File: config.mk
export PLATFORM = sky130hd
export DESIGN_NAME = dvi_tx_timing_gen
export DESIGN_NICKNAME = d
export VERILOG_FILES = /design/src/rtl/dvi_tx_timing_gen.sv
export SDC_FILE = /design/constraint.sdc
export NUM_CORES = 1
export LEC_CHECK = 0
export BUFFER_PORTS_ARGS = -buffer_cell sky130_fd_sc_hd__buf_2
export CORE_MARGIN = 8
export CORE_UTILIZATION = 50
export CTS_CLUSTER_DIAMETER = 60
export CTS_CLUSTER_SIZE = 24
export DETAILED_ROUTE_END_ITERATION = 8
export HOLD_SLACK_MARGIN = 0.05
export PLACE_DENSITY = 0.77
export SETUP_SLACK_MARGIN = 0.15
export SYNTH_ARGS = -nofsm -noshare
export SYNTH_HDL_FRONTEND = slang
export SYNTH_SLANG_ARGS = --single-unit
File: constraint.sdc
create_clock -name clk -period 7.7 [get_ports clk]
set_clock_uncertainty 0.1 [all_clocks]
set_input_delay 0.385 -clock clk [delete_from_list [all_inputs] [get_ports clk]]
set_output_delay 0.385 -clock clk [all_outputs]
set_load 0.005 [all_outputs]
File: src/rtl/dvi_tx_timing_gen.sv
// DVI transmitter raster timing generator feeding the three TMDS encoders.
// Optional test-pattern source enabled by DVI_TX_TIMING_GEN_PATTERN_EN.
module dvi_tx_timing_gen #(
  parameter int   H_VISIBLE = 640,
  parameter int   H_FRONT   = 16,
  parameter int   H_SYNC    = 96,
  parameter int   H_BACK    = 48,
  parameter int   V_VISIBLE = 480,
  parameter int   V_FRONT   = 10,
  parameter int   V_SYNC    = 2,
  parameter int   V_BACK    = 33,
  parameter logic HSYNC_POL = 1'b0,
  parameter logic VSYNC_POL = 1'b0
) (
  input  logic        clk,
  input  logic        reset,
  input  logic        enable,
`ifdef DVI_TX_TIMING_GEN_PATTERN_EN
  input  logic        pattern_sel,
`endif
  input  logic [23:0] s_data,
  input  logic        s_user,
  input  logic        s_valid,
  output logic        s_ready,
  output logic        out_de,
  output logic        out_hsync,
  output logic        out_vsync,
  output logic [7:0]  out_r,
  output logic [7:0]  out_g,
  output logic [7:0]  out_b,
  output logic        out_frame_start,
  output logic        underflow,
  output logic        sync_err
);

  localparam int H_TOTAL = H_VISIBLE + H_FRONT + H_SYNC + H_BACK;
  localparam int V_TOTAL = V_VISIBLE + V_FRONT + V_SYNC + V_BACK;
  localparam int HW = $clog2(H_TOTAL);
  localparam int VW = $clog2(V_TOTAL);

  localparam logic [HW-1:0] H_VIS = HW'(H_VISIBLE);
  localparam logic [HW-1:0] H_LAST = HW'(H_TOTAL - 1);
  localparam logic [HW-1:0] HS_BEG = HW'(H_VISIBLE + H_FRONT);
  localparam logic [HW-1:0] HS_END = HW'(H_VISIBLE + H_FRONT + H_SYNC);
  localparam logic [VW-1:0] V_VIS = VW'(V_VISIBLE);
  localparam logic [VW-1:0] V_LAST = VW'(V_TOTAL - 1);
  localparam logic [VW-1:0] VS_BEG = VW'(V_VISIBLE + V_FRONT);
  localparam logic [VW-1:0] VS_END = VW'(V_VISIBLE + V_FRONT + V_SYNC);

  typedef enum logic [1:0] {
    IDLE,
    ALIGN,
    RUN
  } state_t;

  state_t        state_q;
  state_t        state_d;
  logic [HW-1:0] h_cnt;
  logic [VW-1:0] v_cnt;
  logic          vis;
  logic          at00;
  logic          wrap;
  logic          active;
  logic          hs_act;
  logic          vs_act;
  logic [23:0]   pix;
  logic          fs;
  logic          uf;
  logic          se;

  assign vis    = (h_cnt < H_VIS) && (v_cnt < V_VIS);
  assign at00   = (h_cnt == '0) && (v_cnt == '0);
  assign wrap   = (h_cnt == H_LAST) && (v_cnt == V_LAST);
  assign active = (state_q != IDLE);
  assign hs_act = (h_cnt >= HS_BEG) && (h_cnt < HS_END);
  assign vs_act = (v_cnt >= VS_BEG) && (v_cnt < VS_END);

`ifdef DVI_TX_TIMING_GEN_PATTERN_EN
  logic        pat_q;
  logic [2:0]  bar;
  logic [23:0] bar_rgb;

  assign bar = 3'((32'(h_cnt) * 32'd8) / 32'(H_VISIBLE));
  assign bar_rgb = {{8{bar[2]}}, {8{bar[1]}}, {8{bar[0]}}};

  // Pattern select only takes effect on a frame boundary
  always_ff @(posedge clk) begin
    if (reset) begin
      pat_q <= 1'b0;
    end else if (!active || wrap) begin
      pat_q <= pattern_sel;
    end
  end
`endif

  // State register
  always_ff @(posedge clk) begin
    if (reset) begin
      state_q <= IDLE;
    end else begin
      state_q <= state_d;
    end
  end

  // Raster counters: held at origin while idle
  always_ff @(posedge clk) begin
    if (reset || !active) begin
      h_cnt <= '0;
      v_cnt <= '0;
    end else if (h_cnt == H_LAST) begin
      h_cnt <= '0;
      v_cnt <= (v_cnt == V_LAST) ? '0 : v_cnt + VW'(1);
    end else begin
      h_cnt <= h_cnt + HW'(1);
    end
  end

  // Frame lock FSM, stream handshake and pixel select
  always_comb begin
    state_d = state_q;
    s_ready = 1'b0;
    pix     = '0;
    fs      = 1'b0;
    uf      = 1'b0;
    se      = 1'b0;
    unique case (state_q)
      IDLE: begin
        if (enable) state_d = ALIGN;
      end
      ALIGN: begin
`ifdef DVI_TX_TIMING_GEN_PATTERN_EN
        if (pat_q) begin
          if (vis) pix = bar_rgb;
          fs = at00;
        end else
`endif
        begin
          s_ready = s_valid && (!s_user || at00);
          if (at00 && s_valid && s_user) begin
            pix     = s_data;
            fs      = 1'b1;
            state_d = RUN;
          end
        end
      end
      RUN: begin
`ifdef DVI_TX_TIMING_GEN_PATTERN_EN
        if (pat_q) begin
          if (vis) pix = bar_rgb;
          fs      = at00;
          state_d = ALIGN;
        end else
`endif
        if (vis) begin
          s_ready = !(s_valid && (s_user != at00));
          if (!s_valid) begin
            uf      = 1'b1;
            state_d = ALIGN;
          end else if (s_user != at00) begin
            se      = 1'b1;
            state_d = ALIGN;
          end else begin
            pix = s_data;
            fs  = at00;
          end
        end
      end
      default: state_d = IDLE;
    endcase
    if (active && wrap && !enable) state_d = IDLE;
  end

  // Registered encoder-side outputs
  always_ff @(posedge clk) begin
    if (reset) begin
      out_de          <= 1'b0;
      out_hsync       <= ~HSYNC_POL;
      out_vsync       <= ~VSYNC_POL;
      out_r           <= '0;
      out_g           <= '0;
      out_b           <= '0;
      out_frame_start <= 1'b0;
      underflow       <= 1'b0;
      sync_err        <= 1'b0;
    end else begin
      out_de          <= active && vis;
      out_hsync       <= (active && hs_act) ? HSYNC_POL : ~HSYNC_POL;
      out_vsync       <= (active && vs_act) ? VSYNC_POL : ~VSYNC_POL;
      out_r           <= pix[23:16];
      out_g           <= pix[15:8];
      out_b           <= pix[7:0];
      out_frame_start <= fs;
      underflow       <= uf;
      sync_err        <= se;
    end
  end

endmodule

==> run summary, run 1 <==
=====================================================================================
Quantity of I/O buffers inserted on ports                                          59
Number of sinks driven by the clock tree                                           52
Detailed-router iteration count before antenna repair                               4
WP buf/inv                                                                          2
Sort of element at the end of the critical path                            output pin
Number of maximum-capacitance constraint violations                                 0
Number of endpoints with negative hold slack in the final report                    0
Mapped Nets                                                                       260
Number of nets with antenna violations after detailed routing                       0
CTS buffer count                                                                    5
Chain of cells forming the critical path                                 inv_1 -> ha_1 -> nand2b_1 -> or4_1 -> or3_2 -> ha_1 -> nor2b_1 -> o22ai_1 -> and2_1 -> buf_2
Area share of the largest cell type after synthesis                             49.1%
Number of vias after detailed routing                                            1632
Hold_buf cts                                                                        0
Clock latency at the later pin of the worst-skew pair                         0.30 ns
TritonCTS clock tree                                                              yes
Starting Density                                                                52.3%
Leak Pwr                                                                      1.13 nW
Final clock period utilization by the worst path                                42.2%
Setup CP Type                                                              reg -> out
Wire length of the first global-routing pass                                  6.84 mm
Yosys Warn Count                                                                    0
Clock-pin slew of the registers on the worst-case setup and hold paths        0.08 ns
Boundary pin count                                                                 60
H-tree depth                                                                        2
Cell variety after synth                                                           40
Post-place instance area                                                    2450 um^2
FF+latch count, synth                                                              52
Initial antenna violation count                                                     0
Overall die height                                                            81.1 um
Final critical path time including I/O delays and setup                       3.25 ns
Gp weighted congestion                                                          0.868
Diode insertion count for antenna repair                                            0
Outcome                                                                  finished clean
Post-Syn Area                                                               2120 um^2
PD cells                                                                  201 nW/um^2
Max-slew violation count                                                            0
Highest fanout seen on the critical path                                            4
Layout net count                                                                  321
Post-synthesis sequential area ratio                                            49.1%
CP most frequent cell                                                            ha_1
Area added between synthesis and finish                                         19.1%
Least-Margin Pin Slew                                                        0.460 ns
1st-iter DRT viols                                                                 91
Worst-case headroom to the max-slew limit                                       69.4%
Worst Setup Start Kind                                                       register
Cell area after layout                                                      2530 um^2
Pin count of the biggest net entering global routing                               25
Final setup TNS                                                                  0 ns
Bufs on Longest Clock Path                                                          2
Count of final setup violators                                                      0
Number of buffers inserted to repair setup after CTS                                0
Peak VDD IR                                                                 0.0946 mV
Worst-path cell with the longest stage delay                                    or4_1
Die ar.                                                                     6580 um^2
Mean instance size in the synthesized netlist                               9.60 um^2
Post_cts resized                                                                    0
Largest stage delay, worst path                                               0.51 ns
Number of DRC violations after detailed routing                                     0
Setup repair after global routing missed its margin                             false
Total global routing track utilization                                          13.1%
Syn Inst Count                                                                    221
Total grt overflow                                                                  0
Via-to-Cell Ratio                                                                4.92
Max Fclk                                                                      308 MHz
Post-DR wirelength/cell                                                       12.5 um
Via count of the first global-routing pass                                       1554
Number of cell rows                                                                23
Floorplan core area                                                         4060 um^2
Cell types occupying the most area after synthesis                       dfxtp_1 49%, and2_1 7.7%, ha_1 5.9%
Synth area leader                                                             dfxtp_1
X dimension of the die                                                        81.1 um
CTS Root Buffer Type                                                         clkbuf_8
Aggregate routed wire length                                                  4.16 mm
Kind of cell with the highest combined delay on the critical path        simple AND/OR/NAND/NOR gates
Arrival time reported for the critical path endpoint                          2.76 ns
Fraction of layout cells with a size suffix above 1                             27.0%
Critical path required time                                                   7.21 ns
DP HPWL                                                                       3.25 mm
Min-Delay Path Class                                                        in -> reg
=====================================================================================
## cell type report
cell class,instances,area (um^2)
repair buffers,59,295
clock buffers,5,68.8
fillers,343,1530
flip-flops and latches,52,1040
well taps,50,62.6
clock inverters,2,12.5
inverters,10,37.5
multi-input cells,154,1010
## synthesized netlist by cell type, drive strengths merged
library cell	instances
nand2b	3
nor3b	1
nor4b	1
inv	10
or4	3
or4b	2
xor2	11
ha	10
a21oi	5
xnor2	6
nor2	28
nor4	3
o22ai	2
buf	3
nand3	10
and3	6
dfxtp	52
a31oi	1
or3	2
o21a	3
nand2	14
clkbuf	2
nor3	3
or2	2
and4	3
and2	26
mux2i	2
nor2b	2
nand4	4
a2111oi	1
## layout by cell type (no fill, tap or decap), types with 2 or more instances in the layout
cell type	count
inv_1	10
mux2i_1	2
and3_1	5
buf_2	59
xnor2_1	6
nand2b_1	3
nand4_1	4
nor3_1	3
xor2_1	11
clkbuf_8	5
o22ai_1	2
dfxtp_1	52
nand2_1	14
or4_1	2
and4_1	2
nand3_1	10
a21oi_1	3
and2_1	26
nor2_1	28
o21a_1	3
nor2b_1	2
nor4_1	2
ha_1	10
## through the flow
stage	cells	util [%]	total power [mW]	hold slack [ns]	worst slack [ns]
after detailed placement	325	60.3	0.373	0.367	4.60
after global placement	325	60.3	0.372	0.358	4.66
final	332	62.3	0.509	0.180	4.45
after CTS	332	62.3	0.517	0.169	4.45
after floorplan	221	-	0.347	0.341	4.78
after global routing	332	62.3	0.541	0.163	4.31
## report_power, final
group	switching, mW	internal, mW
sequential	0.00608	0.278
clock	0.0809	0.0616
combinational	0.0481	0.0348
## worst register-to-register path, stage by stage (launching register included)
cell       delay [ns]
dfxtp_1          0.34
inv_1            0.07
ha_1             0.14
nand2b_1         0.07
or4_1            0.51
or3_2            0.49
ha_1             0.32
a2111oi_0        0.39
o22ai_1          0.21
o21a_1           0.20
o21a_1           0.17
## worst paths after layout
check / startpoint / endpoint / depth (start not counted) / slack (ns)
min reg2reg: h_cnt[0] / h_cnt[0] / 1 / 0.38
max: v_cnt[1] / s_ready / 10 / 4.45
max reg2reg: v_cnt[1] / state_q[1] / 10 / 4.61
min: s_data[5] / out_b[5] / 2 / 0.18
## flip-flops by register name (all words and copies together), names as in the netlist
name,count
underflow,1
out_hsync,1
v_cnt,10
out_vsync,1
sync_err,1
out_b,8
h_cnt,10
out_g,8
out_de,1
out_frame_start,1
out_r,8
state_q,2
## logic make-up (layout without fill, tap and decap cells)
kind of cell    Yosys count  in the layout  synth area share, %
compound gates           12             12                 4.25
flops                    52             52                 49.1
mux                       2              2                0.943
buf+inv                  15             76                 3.36
xor+xnor                 17             17                 7.02
simple gates            113            113                 29.5
fa+ha+maj                10             10                 5.90
## per-layer routing
metal | up-vias | track usage (%) | share of wire, %
li1 | 854 | - | -
met1 | 736 | 15.0 | 42
met2 | 35 | 22.4 | 49
met3 | 7 | 3.97 | 6.7
met4 | 0 | 5.36 | 1.6
met5 | - | 0 | 0
Note: power is estimated with default switching activity, not from simulation.
==> run 2: changes to the inputs <==
--- a/config.mk
+++ b/config.mk
@@ -5,6 +5,7 @@
 export SDC_FILE = /design/constraint.sdc
 export NUM_CORES = 1
 export LEC_CHECK = 0
+export ABC_AREA = 1
 export BUFFER_PORTS_ARGS = -buffer_cell sky130_fd_sc_hd__buf_2
 export CORE_MARGIN = 8
 export CORE_UTILIZATION = 50
@@ -12,7 +13,7 @@
 export CTS_CLUSTER_SIZE = 24
 export DETAILED_ROUTE_END_ITERATION = 8
 export HOLD_SLACK_MARGIN = 0.05
-export PLACE_DENSITY = 0.77
+export PLACE_DENSITY = 0.75
 export SETUP_SLACK_MARGIN = 0.15
 export SYNTH_ARGS = -nofsm -noshare
 export SYNTH_HDL_FRONTEND = slang
==> constraint.sdc (replaced) <==
create_clock -name clk -period 3.1 [get_ports clk]
set_clock_uncertainty 0.1 [all_clocks]
set_input_delay 0.155 -clock clk [delete_from_list [all_inputs] [get_ports clk]]
set_output_delay 0.155 -clock clk [all_outputs]
set_load 0.005 [all_outputs]
==> run 2 against run 1 <==
- register-to-register slack worse by 3.7 ns
- sequential cell count stayed put
- critical endpoint unchanged
- cell count is 39% higher
- global-route usage rose by 3.1 points
- utilization is 4.0 points higher
- setup slack lost 3.9 ns
- via count grew 39%
- largest cell class is now multi-input gates
- combinational power grew to 5.1 times the previous value
- critical path depth grew 2
- sequential share of layout area decreased by 8.1 points
- power grew to 3.0 times the previous value
- count of clock-buffer cells in the layout up 1
==> run summary, run 2 <==
=====================================================================================
Clock latency at the later pin of the worst-skew pair                         0.31 ns   was 0.30 ns
Most common cell after layout, fill and taps aside                              buf_2   unchanged
Starting Density                                                                52.1%   was 52.3%
Cell variety after synth                                                           34   was 40
WP buf/inv                                                                          3   was 2
Boundary pin count                                                                 60   unchanged
Synthesized-area fraction occupied by xor and xnor cells                        1.41%   was 7.02%
Area share of the largest cell type after synthesis                             42.0%   was 49.1%
Quantity of I/O buffers inserted on ports                                          59   unchanged
PD cells                                                                  491 nW/um^2   was 201 nW/um^2
CTS buffer count                                                                    5   unchanged
TritonCTS clock tree                                                              yes   unchanged
Worst Reg2Reg Path Length in Cells                                                 10   unchanged
Post-Syn Area                                                               2480 um^2   was 2120 um^2
Gp weighted congestion                                                          0.807   was 0.868
Highest fanout seen on the critical path                                            3   was 4
Kind of cell with the highest combined delay on the critical path        simple AND/OR/NAND/NOR gates   unchanged
Flip-flop cell with the highest count after synthesis                         dfxtp_1   unchanged
FF+latch count, synth                                                              52   unchanged
Initial antenna violation count                                                     1   was 0
Setup CP Type                                                              reg -> out   unchanged
Post-synth ARST share                                                              0%   unchanged
Post-synthesis simple-gate area fraction                                        29.4%   was 29.5%
Count of final setup violators                                                      0   unchanged
Number of buffers inserted to repair setup after CTS                                0   unchanged
X dimension of the die                                                        86.4 um   was 81.1 um
Synth area leader                                                             dfxtp_1   unchanged
Final clock period utilization by the worst path                                81.3%
Mapped Nets                                                                       347   was 260
Leading cell types in the layout, fill and taps excluded                 59 x buf_2, 52 x dfxtp_1, 40 x nand2_1, 40 x nand3_1, 37 x inv_1   was 59 x buf_2, 52 x dfxtp_1, 28 x nor2_1, 26 x and2_1, 14 x nand2_1
Worst-path cell with the longest stage delay                                     ha_1   was or4_1
Fraction of layout cells with a size suffix above 1                             27.6%   was 27.0%
Pin count of the biggest net entering global routing                               28   was 25
FILL cells                                                                        407   was 343
Area added between synthesis and finish                                         27.1%   was 19.1%
Max-slew violation count                                                            0   unchanged
H-tree depth                                                                        2   unchanged
Cell types occupying the most area after synthesis                       dfxtp_1 42%, nand3_1 8.1%, a21oi_2 6.7%   was dfxtp_1 49%, and2_1 7.7%, ha_1 5.9%
CTS Root Buffer Type                                                         clkbuf_8   unchanged
DP HPWL                                                                       4.05 mm   was 3.25 mm
Number of nets with antenna violations after detailed routing                       0   unchanged
Least-Margin Pin Slew                                                        0.816 ns   was 0.460 ns
Min-Delay Path Class                                                        in -> reg   unchanged
Post-DR wirelength/cell                                                       13.2 um   was 12.5 um
Floorplan core area                                                         4750 um^2   was 4060 um^2
Multiplexer area fraction after synthesis                                          0%   was 0.943%
Syn Inst Count                                                                    308   was 221
Timing endpoint of the critical path                                          s_ready   unchanged
Chain of cells forming the critical path                                 inv_1 -> ha_1 -> nand2_1 -> inv_1 -> nand2_1 -> nor2_1 -> nand3_2 -> ha_1 -> or2_2 -> nand3_1 -> a21boi_0 -> buf_2   was inv_1 -> ha_1 -> nand2b_1 -> or4_1 -> or3_2 -> ha_1 -> nor2b_1 -> o22ai_1 -> and2_1 -> buf_2
Post_cts resized                                                                    0   unchanged
Die ar.                                                                     7470 um^2   was 6580 um^2
Largest stage delay, worst path                                               0.35 ns   was 0.51 ns
Total grt overflow                                                                  0   unchanged
Number of sinks driven by the clock tree                                           52   unchanged
Number of cell rows                                                                25   was 23
Worst-case headroom to the max-slew limit                                       45.6%   was 69.4%
Yosys Warn Count                                                                    0   unchanged
Via count of the first global-routing pass                                       2107   was 1554
Layout net count                                                                  429   was 321
Placed Instances                                                                  425   was 325
EDFF count, synth                                                                   0   unchanged
Sort of element at the end of the critical path                            output pin   unchanged
Outcome                                                                  finished clean   unchanged
Leak Pwr                                                                      1.32 nW   was 1.13 nW
Number of maximum-capacitance constraint violations                                 0   unchanged
Max Fclk                                                                      397 MHz
Mean instance size in the synthesized netlist                               8.05 um^2   was 9.60 um^2
Commonest cells in the netlist                                           52 x dfxtp_1, 40 x nand2_1, 40 x nand3_1   was 52 x dfxtp_1, 28 x nor2_1, 26 x and2_1
Slack of the worst reg-to-reg path                                            0.94 ns   was 4.61 ns
Capture point of the worst reg-to-reg path                                   out_g[3]   was state_q[1]
Clock-pin slew of the registers on the worst-case setup and hold paths        0.09 ns   was 0.08 ns
Number of DRC violations after detailed routing                                     0   unchanged
Total global routing track utilization                                          16.3%   was 13.1%
Post-synthesis sequential area ratio                                            42.0%   was 49.1%
Adder-Cell Fraction of Synth Area                                               5.05%   was 5.90%
Largest family of logic cells by synthesized area                        simple AND/OR/NAND/NOR gates   unchanged
Cell with the most instances after synthesis                                  dfxtp_1   unchanged
1st-iter DRT viols                                                                145   was 91
Setup repair after global routing missed its margin                             false   unchanged
Bufs on Longest Clock Path                                                          2   unchanged
Top Registers                                                            h_cnt x10, v_cnt x10   unchanged
Final Instance Count excl. Fillers                                                460   was 332
Arrival time reported for the critical path endpoint                          2.26 ns   was 2.76 ns
Number of vias after detailed routing                                            2261   was 1632
Wire length of the first global-routing pass                                  9.83 mm   was 6.84 mm
Aggregate routed wire length                                                  6.09 mm   was 4.16 mm
Number of cells on the critical path                                               12   was 10
Detailed-router iteration count before antenna repair                               5   was 4
Share of the synthesized area in compound gates (AO/OA/AOI/OAI)                 13.2%   was 4.25%
Number of endpoints with negative hold slack in the final report                    0   unchanged
Hold_buf cts                                                                       25   was 0
Worst Setup Start Kind                                                       register   unchanged
Overall die height                                                            86.4 um   was 81.1 um
Via-to-Cell Ratio                                                                4.92   about the same
Peak VDD IR                                                                  0.273 mV   was 0.0946 mV
Final setup TNS                                                                  0 ns   unchanged
R2R Path Start                                                               v_cnt[0]   was v_cnt[1]
Critical path required time                                                   2.84 ns   was 7.21 ns
First element of the critical path                                           v_cnt[0]   was v_cnt[1]
Final critical path time including I/O delays and setup                       2.52 ns
=====================================================================================
run 2: cell count changes after synthesis, sizes merged, moves of 5 or more:
cell / before / now
and3: 6 / 0
o21ai: 0 / 5
nor2: 28 / 33
xnor2: 6 / 1
nor3: 3 / 11
inv: 10 / 42
xor2: 11 / 3
a21oi: 5 / 37
nand3: 10 / 46
and2: 26 / 1
nand2: 14 / 43
run 2: layer usage:
layer	vias up	GRT usage, %	wire length (um)
met4	0	8.76	97
li1	1175	-	-
met5	-	0	0
met3	7	2.65	260
met1	1024	20.1	2690
met2	55	26.4	3040
run 2: power by group:
group	internal, mW	switching, mW
Sequential	0.698	0.0195
Clock	0.181	0.226
Combinational	0.149	0.275
Total	1.03	0.521
run 2: final cells by class:
class | count | area, um^2 | share of cell area [%]
diodes | 2 | 5.00 | 0.159
clock buffers | 6 | 82.6 | 2.62
clock inverters | 2 | 15.0 | 0.477
inverters | 43 | 161 | 5.12
multi-input cells | 204 | 1220 | 38.6
flip-flops and latches | 52 | 1040 | 33.0
well taps | 67 | 83.8 | 2.66
repair buffers | 84 | 546 | 17.3
run 2: worst min-delay path by stage:
| stage | start | end | depth (start not counted) |
|---|---|---|---|
| 5_1_grt | reset | h_cnt[4] | 4 |
| 3_3_place_gp | s_valid | underflow | 2 |
| 6_report | reset | h_cnt[4] | 4 |
| 2_1_floorplan | s_valid | underflow | 1 |
| 3_5_place_dp | s_valid | underflow | 2 |
| 4_1_cts | reset | h_cnt[4] | 4 |
run 2: through the flow:
stage | hold WS (ns) | util (%) | setup WS (ns) | instance area, um^2 | power, mW
finish | 0.112 | 66.3 | 0.581 | 3150 | 1.55
global route | 0.141 | 66.2 | 0.433 | 3150 | 1.64
CTS | 0.102 | 66.2 | 0.576 | 3150 | 1.55
detailed placement | 0.266 | 58.8 | 0.933 | 2800 | 1.12
global placement | 0.271 | 58.8 | 0.965 | 2800 | 1.12
floorplan | 0.127 | - | 1.15 | 2480 | 1.04
run 2: kinds of logic after synthesis:
family	after synthesis
flip-flops	52
AND/OR/NAND/NOR	143
buffers and inverters	52
AO/OA/AOI/OAI	47
XOR/XNOR	4
adder cells (fa/ha/maj)	10
run 2: tightest hold or removal path: stages:
cell and delay (ns):
buf_2 0.10, nor2_1 0.09, o21ai_0 0.09, a21oi_1 0.04
